`config.mk`:
```
export PLATFORM = sky130hd
export DESIGN_NAME = way_hit_select
export DESIGN_NICKNAME = d
export VERILOG_FILES = /design/src/rtl/way_hit_select_pkg.sv /design/src/rtl/way_hit_select_tag_cmp.sv /design/src/rtl/way_hit_select.sv
export SDC_FILE = /design/constraint.sdc
export NUM_CORES = 1
export LEC_CHECK = 0
export CAP_MARGIN = 20
export CORE_MARGIN = 5
export CORE_UTILIZATION = 28
export DETAILED_ROUTE_END_ITERATION = 6
export GPL_ROUTABILITY_DRIVEN = 0
export PLACE_DENSITY_LB_ADDON = 0.05
export SYNTH_ARGS = -nofsm -noshare
export SYNTH_HDL_FRONTEND = slang
export SYNTH_HIERARCHICAL = 1
export SYNTH_SLANG_ARGS = --single-unit
```
`constraint.sdc`:
```
create_clock -name clk -period 1 [get_ports clk]
set_input_delay 0.2 -clock clk [delete_from_list [all_inputs] [get_ports clk]]
set_output_delay 0.2 -clock clk [all_outputs]
set_load 0.02 [all_outputs]
```
`src/rtl/way_hit_select_pkg.sv`:
```
// way_hit_select_pkg
//   Shared constants and helpers for the 4-way tag-match / way-select stage.
//   NUM_WAYS      : way count (the datapath only supports 4)
//   WAY_IDX_BITS  : encoded way index width
//   DEF_TAG_BITS  : default tag width
//   DEF_LINE_BITS : default line data width
//   prio_enc()    : match vector -> lowest-numbered set bit (0 when empty)
package way_hit_select_pkg;

    localparam int NUM_WAYS      = 4;
    localparam int WAY_IDX_BITS  = 2;
    localparam int DEF_TAG_BITS  = 18;
    localparam int DEF_LINE_BITS = 32;

    // Walk from the top down so the lowest set bit is the last one written.
    function automatic logic [WAY_IDX_BITS-1:0] prio_enc(input logic [NUM_WAYS-1:0] vec);
        logic [WAY_IDX_BITS-1:0] idx;
        idx = '0;
        for (int i = NUM_WAYS - 1; i >= 0; i--) begin
            if (vec[i]) idx = WAY_IDX_BITS'(i);
        end
        return idx;
    endfunction

endpackage

```
`src/rtl/way_hit_select_tag_cmp.sv`:
```
// tag_cmp
//   One way's qualified tag match: tag equality ANDed with the way valid bit.
//   Ports:
//     tag     in  TAG_BITS  request tag
//     way_tag in  TAG_BITS  stored tag of this way
//     valid   in  1         way valid bit
//     match   out 1         tag equal and valid
module tag_cmp #(
    parameter int TAG_BITS = 18
) (
    input  logic [TAG_BITS-1:0] tag,
    input  logic [TAG_BITS-1:0] way_tag,
    input  logic                valid,
    output logic                match
);

    assign match = (tag == way_tag) && valid;

endmodule

```
`src/rtl/way_hit_select.sv`:
```
// way_hit_select
//   Tag-match and way-select stage of the 4-way set-associative cache.
//   Per-way qualified match, lowest-way priority select of the line, all
//   results registered (latency 1, one request per cycle, no stall).
//   Optional macro WAY_HIT_SELECT_MULTIHIT_CHECK_EN: when defined, o_multi_hit
//   flags requests where more than one way matched; otherwise it is tied to 0.
//   Ports:
//     clk, rst      clock (rising) / async active-high reset
//     i_req         lookup strobe; results captured when high
//     i_tag         request tag
//     i_way_tag     stored tags, way w at [w*TAG_BITS +: TAG_BITS]
//     i_way_valid   per-way valid
//     i_way_line    stored lines, way w at [w*LINE_BITS +: LINE_BITS]
//     o_rsp         one-cycle result strobe
//     o_hit         any way matched
//     o_hit_onehot  all qualified matches, unmasked
//     o_hit_idx     lowest matching way (0 on miss)
//     o_line        line of o_hit_idx, zero on miss
//     o_multi_hit   more than one way matched (macro-dependent)
module way_hit_select
    import way_hit_select_pkg::*;
#(
    parameter int TAG_BITS  = DEF_TAG_BITS,
    parameter int LINE_BITS = DEF_LINE_BITS,
    parameter int WAYS      = NUM_WAYS
) (
    input  logic                      clk,
    input  logic                      rst,
    input  logic                      i_req,
    input  logic [TAG_BITS-1:0]       i_tag,
    input  logic [WAYS*TAG_BITS-1:0]  i_way_tag,
    input  logic [WAYS-1:0]           i_way_valid,
    input  logic [WAYS*LINE_BITS-1:0] i_way_line,
    output logic                      o_rsp,
    output logic                      o_hit,
    output logic [WAYS-1:0]           o_hit_onehot,
    output logic [WAY_IDX_BITS-1:0]   o_hit_idx,
    output logic [LINE_BITS-1:0]      o_line,
    output logic                      o_multi_hit
);

    if (WAYS != NUM_WAYS) begin : g_ways_chk
        $error("way_hit_select: WAYS must be 4");
    end

    logic [WAYS-1:0]      match;
    logic [WAYS-1:0]      sel;
    logic [LINE_BITS-1:0] line_mux;

    for (genvar w = 0; w < WAYS; w++) begin : g_cmp
        tag_cmp #(.TAG_BITS(TAG_BITS)) u_cmp (
            .tag    (i_tag),
            .way_tag(i_way_tag[w*TAG_BITS +: TAG_BITS]),
            .valid  (i_way_valid[w]),
            .match  (match[w])
        );
    end

    // Isolate the lowest set match bit so the AND-OR mux below only ever
    // sees a single selected way, even on a multi-hit.
    assign sel = match & (~match + WAYS'(1));

    always_comb begin
        line_mux = '0;
        for (int w = 0; w < WAYS; w++) begin
            line_mux = line_mux | ({LINE_BITS{sel[w]}} & i_way_line[w*LINE_BITS +: LINE_BITS]);
        end
    end

    always_ff @(posedge clk or posedge rst) begin
        if (rst) begin
            o_rsp        <= 1'b0;
            o_hit        <= 1'b0;
            o_hit_onehot <= '0;
            o_hit_idx    <= '0;
            o_line       <= '0;
        end else begin
            o_rsp <= i_req;
            if (i_req) begin
                o_hit        <= |match;
                o_hit_onehot <= match;
                o_hit_idx    <= prio_enc(match);
                o_line       <= line_mux;
            end
        end
    end

`ifdef WAY_HIT_SELECT_MULTIHIT_CHECK_EN
    logic [2:0] match_cnt;

    always_comb begin
        match_cnt = '0;
        for (int w = 0; w < WAYS; w++) begin
            match_cnt = match_cnt + 3'(match[w]);
        end
    end

    always_ff @(posedge clk or posedge rst) begin
        if (rst)        o_multi_hit <= 1'b0;
        else if (i_req) o_multi_hit <= (match_cnt > 3'd1);
    end
`else
    assign o_multi_hit = 1'b0;
`endif

endmodule

```
# Yosys cells after proc, flatten, opt, wreduce, memory -nomap -nowiden
# Index checks and enable logic that the tools add are counted.
[word_totals]
ff_bits = 40
inputBits = 225
output_inout_bits = 41
word_cells = 28
[classes]
n_addsub = 1
n_eq_ne = 4
mux = 4
n_bitwise = 9
n_reduce_logical = 5
[ops]
columns = ["cell", "count"]
rows = [
  ["AND 32 bit", 4],
  ["bitwise OR 32 bit", 3],
  ["== test 18 bit", 4],
  ["2-to-1 mux 2 bit", 4],
  ["adder 4 x 1 -> 4 bit, second input constant", 1],
  ["AND 4 bit", 1],
  ["logical AND 1 bit", 4],
  ["NOT 4 bit", 1],
  ["OR reduction 4 bit", 1],
]

# Logic depth before layout (Yosys ltp)
[depth]
depth_word = 9
ltp_mapped = 9
depth_no_buf = 7

# By module
# Netlist, hierarchy kept.
[by_module_without_submodules]
columns = ["module", "n_inst", "cells_each", "area_per_inst_um2", "seq_area_each_um2"]
rows = [
  ["way_hit_select", 1, 180, 1999.4, 1001.0],
  ["tag_cmp", 4, 24, 202.7, 0.0],
]

# Worst setup path after synthesis
# OpenSTA, ideal clock, no wires.
[synth_path]
path_type = "input -> register"
from = "in i_way_tag[49]"
to = "reg o_line[25]"
setup_ps = 78
t_arrival_ps = 2097
required_time_ps = 922
slack_ps = -1175
path_stages = 9
n_path_buf = 2
path_cell_list = "xnor2_1 -> nand4_1 -> or4_1 -> nor4_2 -> nor2b_1 -> clkbuf_1 -> buf_2 -> a221oi_1 -> o2bb2ai_1"
[synth_between]
elab_chain_cells = 8
word_cells_on_any_way = 9
cone_classes = "add/sub: 1; eq/ne: 1; bitwise: 6; reduce/logical: 1"
[synth_lines]
columns = ["item", "line_no", "source"]
rows = [
  ["start: declaration", "way_hit_select.sv:31", "input logic [WAYS*TAG_BITS-1:0] i_way_tag,"],
  ["== test 18 bit *", "way_hit_select_tag_cmp.sv:17", "assign match = (tag == way_tag) && valid;"],
  ["logical AND 1 bit *", "way_hit_select_tag_cmp.sv:17", ""],
  ["net match[2]", "way_hit_select.sv:46", "logic [WAYS-1:0] match;"],
  ["NOT 4 bit", "way_hit_select.sv:61", "assign sel = match & (~match + WAYS'(1));"],
  ["adder 4 x 1 -> 4 bit", "way_hit_select.sv:61", ""],
  ["AND 4 bit *", "way_hit_select.sv:61", ""],
  ["AND 32 bit", "way_hit_select.sv:66", "line_mux = line_mux | ({LINE_BITS{sel[w]}} & i_way_line[w*LINE_BITS +: LINE_BITS]);"],
  ["bitwise OR 32 bit", "way_hit_select.sv:66", ""],
  ["bitwise OR 32 bit *", "way_hit_select.sv:66", ""],
  ["end signal: assignment", "way_hit_select.sv:83", "o_line <= line_mux;"],
  ["end: declaration", "way_hit_select.sv:38", "output logic [LINE_BITS-1:0] o_line,"],
]
# The timed path passes the listed nets; every way through them passes the cells marked *.
# A chain may end at the register's enable or synchronous reset.

# Final worst setup path
[layout_path]
from = "in i_tag[16]"
to = "reg o_line[25]"
[layout_between]
word_cells_on_any_way = 18
cone_classes = "add/sub: 1; eq/ne: 4; bitwise: 9; reduce/logical: 4"
[layout_lines]
columns = ["item", "line_no", "source"]
rows = [
  ["start: declaration", "way_hit_select.sv:30", "input logic [TAG_BITS-1:0] i_tag,"],
  ["== test 18 bit *", "way_hit_select_tag_cmp.sv:17", ""],
  ["logical AND 1 bit *", "way_hit_select_tag_cmp.sv:17", ""],
  ["net match[3]", "way_hit_select.sv:46", ""],
  ["NOT 4 bit", "way_hit_select.sv:61", ""],
  ["adder 4 x 1 -> 4 bit", "way_hit_select.sv:61", ""],
  ["AND 4 bit *", "way_hit_select.sv:61", ""],
  ["AND 32 bit *", "way_hit_select.sv:66", ""],
  ["bitwise OR 32 bit *", "way_hit_select.sv:66", ""],
]
# Marked as above.

==> summary.md <==
| Metric | Value |
|---|---|
| Peak VDD IR | around 0.61 mV |
| CP max FO | 8 |
| Max cap viols | 0 |
| Clk root buf | clkbuf_8 |
| Avg Synthesized Cell Area | just over 10 um^2 |
| Synthesized Nets | approximately 500 |
| Setup Crit Path Kind | input pin to register |
| Synth top area cells | dfrtp_1 36%, xnor2_1 19%, a221oi_1 10% |
| Pre-CTS setup slack | -1.84 ns |
| R2r setup slk | -0.03 ns |
| Total global routing overflow | 0 |
| Clk sinks | 40 |
| Via Count | between 3k and 4k |
| Vias in the first global route | ~4.3k |
| Core area | between 9000 and 10000 um^2 |
| Final setup violation count | 79 |
| Yosys Warn Count | 6 |
| Area of the mapped netlist | between 2000 and 3000 um^2 |
| Clock Pin Slew Worst Setup and Hold Paths | ~0.080 ns |
| HPWL Detailed | between 10 and 15 mm |
| Fillcell total | slightly below 700 |
| Drt via density | roughly 5.3 |
| Clock Skews | 0 ns |
| Nets | 823 |
| TNS Setup | -45.86 ns |
| Clock latency on the worst-skew pair | approximately 0.28 ns |
| Die Y | about 110 um |
| Sequential fraction of the synthesis area | 0.356 |
| DR DRC count | 0 |
| Largest net degree at the start of global routing | 30 |
| DRT Pass-1 Iters | 4 |
| Critical Path AT | about 2.5 ns |
| Area share of the largest cell type after synthesis | 0.356 |
| Power per cell area | roughly 730 nW/um^2 |
| CP Capture Type | register |
| Failing checks | negative setup slack |
| Period utilization | 2.23 |
| I/O Pins | around 270 |
| DRT iter0 DRCs | 130 |
| Drt wl/cell | roughly 23 um |
| Fin. Hold Viols | 0 |
| WHS | between 0.2 and 0.3 ns |
| Die area | between 10000 and 15000 um^2 |
| Hold Path Class | input pin to async pin |
| ANT nets after route | 0 |
| Share of post-route cells with drive strength above 1 | 0.411 |
| Final min period | approximately 2.2 ns |
| Die X | between 100 and 150 um |
| # port buffers | 264 |
| Cell taking the most area after synthesis | dfrtp_1 |
| First-pass GRT wire length | about 23 mm |
| Crit start category | input pin |
| Post-synthesis cell count | approximately 280 |
| Synth Register Bits | 40 |
| CTS Buffer Depth | 2 |
| Initial antenna violation count | 1 |
| Status | finished, violations left |
| Site Rows | 36 |
| Initial core utilization | 0.288 |
| RSZ-0062 raised after global routing | yes |
| Crit path required time | between 1 and 1.5 ns |
| Setup ws final | -1.23 ns |
| Fin. max-slew vios | 0 |
| Fmax | roughly 450 MHz |
| H-tree depth | 2 |
| Final Instance Area | between 7000 and 8000 um^2 |
| Synth unique cells | 24 |
| Placed cell areas | 5950 um^2 |
| GRT Util Overall | 0.250 |
| TritonCTS Buffers | 5 |
| Post-Route WL | approximately 17 mm |
| CTS tree | built |
| Area delta synth->final | 162% |
| Leak Pwr | roughly 3.1 nW |
==> cell usage after synthesis <==
cell type,instances
nor2b_1,1
xor2_1,12
xnor2_1,60
conb_1,1
mux2_2,3
nand2b_1,1
a21oi_1,1
o21ai_0,1
buf_4,1
o2bb2ai_1,32
buf_2,7
nand4_1,16
o32ai_1,1
dfrtp_1,40
o22ai_1,33
nor4b_4,1
a221oi_1,32
nor2_1,3
nand2_1,1
inv_1,5
clkbuf_1,15
nor4_2,4
or4_1,4
nor4_1,1
==> through the flow <==
stage          power [W]  std cells  utilization
2_1_floorplan    0.00244        276            -
3_3_place_gp     0.00378        681        0.609
3_5_place_dp     0.00380        681        0.609
4_1_cts          0.00519        732        0.718
5_1_grt          0.00560        732        0.752
6_report         0.00534        733        0.752
==> power breakdown <==
part | switching, W | leakage (nW) | internal [W]
Combinational | 0.000910 | 2.51 | 0.00145
Clock | 0.000589 | 0.0503 | 0.000616
Sequential | 0.0000741 | 0.508 | 0.00171
Total | 0.00157 | 3.07 | 0.00377
==> state kept, by name, summed over array words and instances, names as in the netlist <==
| name | count |
|---|---|
| o_hit_onehot | 4 |
| o_hit_idx | 2 |
| o_hit | 1 |
| o_rsp | 1 |
| o_line | 32 |
==> cell families (layout without fill, tap and decap cells) <==
group,count (synthesis),in the layout,synth area share
multiplexers,3,3,0.0120
buffers and inverters,28,350,0.0419
AO/OA/AOI/OAI,100,100,0.280
XOR/XNOR,72,72,0.224
AND/OR/NAND/NOR,32,32,0.0846
flip-flops,40,40,0.356
other,1,3,0.00133
==> final timing paths <==
path	from	endpoint	cells past startpoint
worst max-delay path	i_tag[16]	o_line[25]	11
worst min-delay path	rst	o_hit_onehot[0]	3
worst max register to register	o_line[10]	o_line[10]	3
worst min register to register	o_hit	o_hit	2
max in group asynchronous	rst	o_line[19]	3
min in group clk	i_req	o_rsp	2
==> critical path: stages <==
cell and delay (ns):
buf_8 0.11, buf_6 0.11, buf_6 0.11, xnor2_2 0.13
nand4_1 0.14, or4_4 0.58, nor4_4 0.32, nor4b_4 0.26
buf_6 0.19, clkbuf_16 0.19, o2bb2ai_2 0.10
==> repair_timing <==
item,in CTS,in global routing
gates cloned,10,1
resized for setup,430,103
endpoints found under the setup margin,79,79
setup buffers,37,7
hold buffers,0,0
pin swaps,61,39
==> routing by layer <==
metal,part of all wire,vias up,global-route usage
li1,-,1742,-
met1,0.34,1860,0.255
met2,0.53,219,0.465
met3,0.091,43,0.0879
met4,0.035,0,0.0959
met5,0,-,0
==> placed cells by master, fill, tap and decap left out, drive strengths merged, types with 2 or more instances in the layout <==
cell type	n
dlymetal6s2s	9
xor2	12
inv	4
xnor2	60
buf	128
clkdlybuf4s50	149
diode	2
nor2	3
mux2	3
a221oi	32
nor4	5
o2bb2ai	32
or4	4
o22ai	33
dlygate4sd2	40
clkdlybuf4s15	6
clkbuf	13
dfrtp	40
nand4	16
==> area by class of cell <==
class                   count  area, um^2  share of cell area
clock buffers               7        96.3              0.0131
well taps                 133         166              0.0226
flip-flops and latches     40        1000               0.136
inverters                   5        22.5             0.00306
multi-input cells         208        2480               0.338
repair buffers            338        3580               0.486
diodes                      2        5.00            0.000681
No activity file was read; power rests on OpenSTA's default activity.
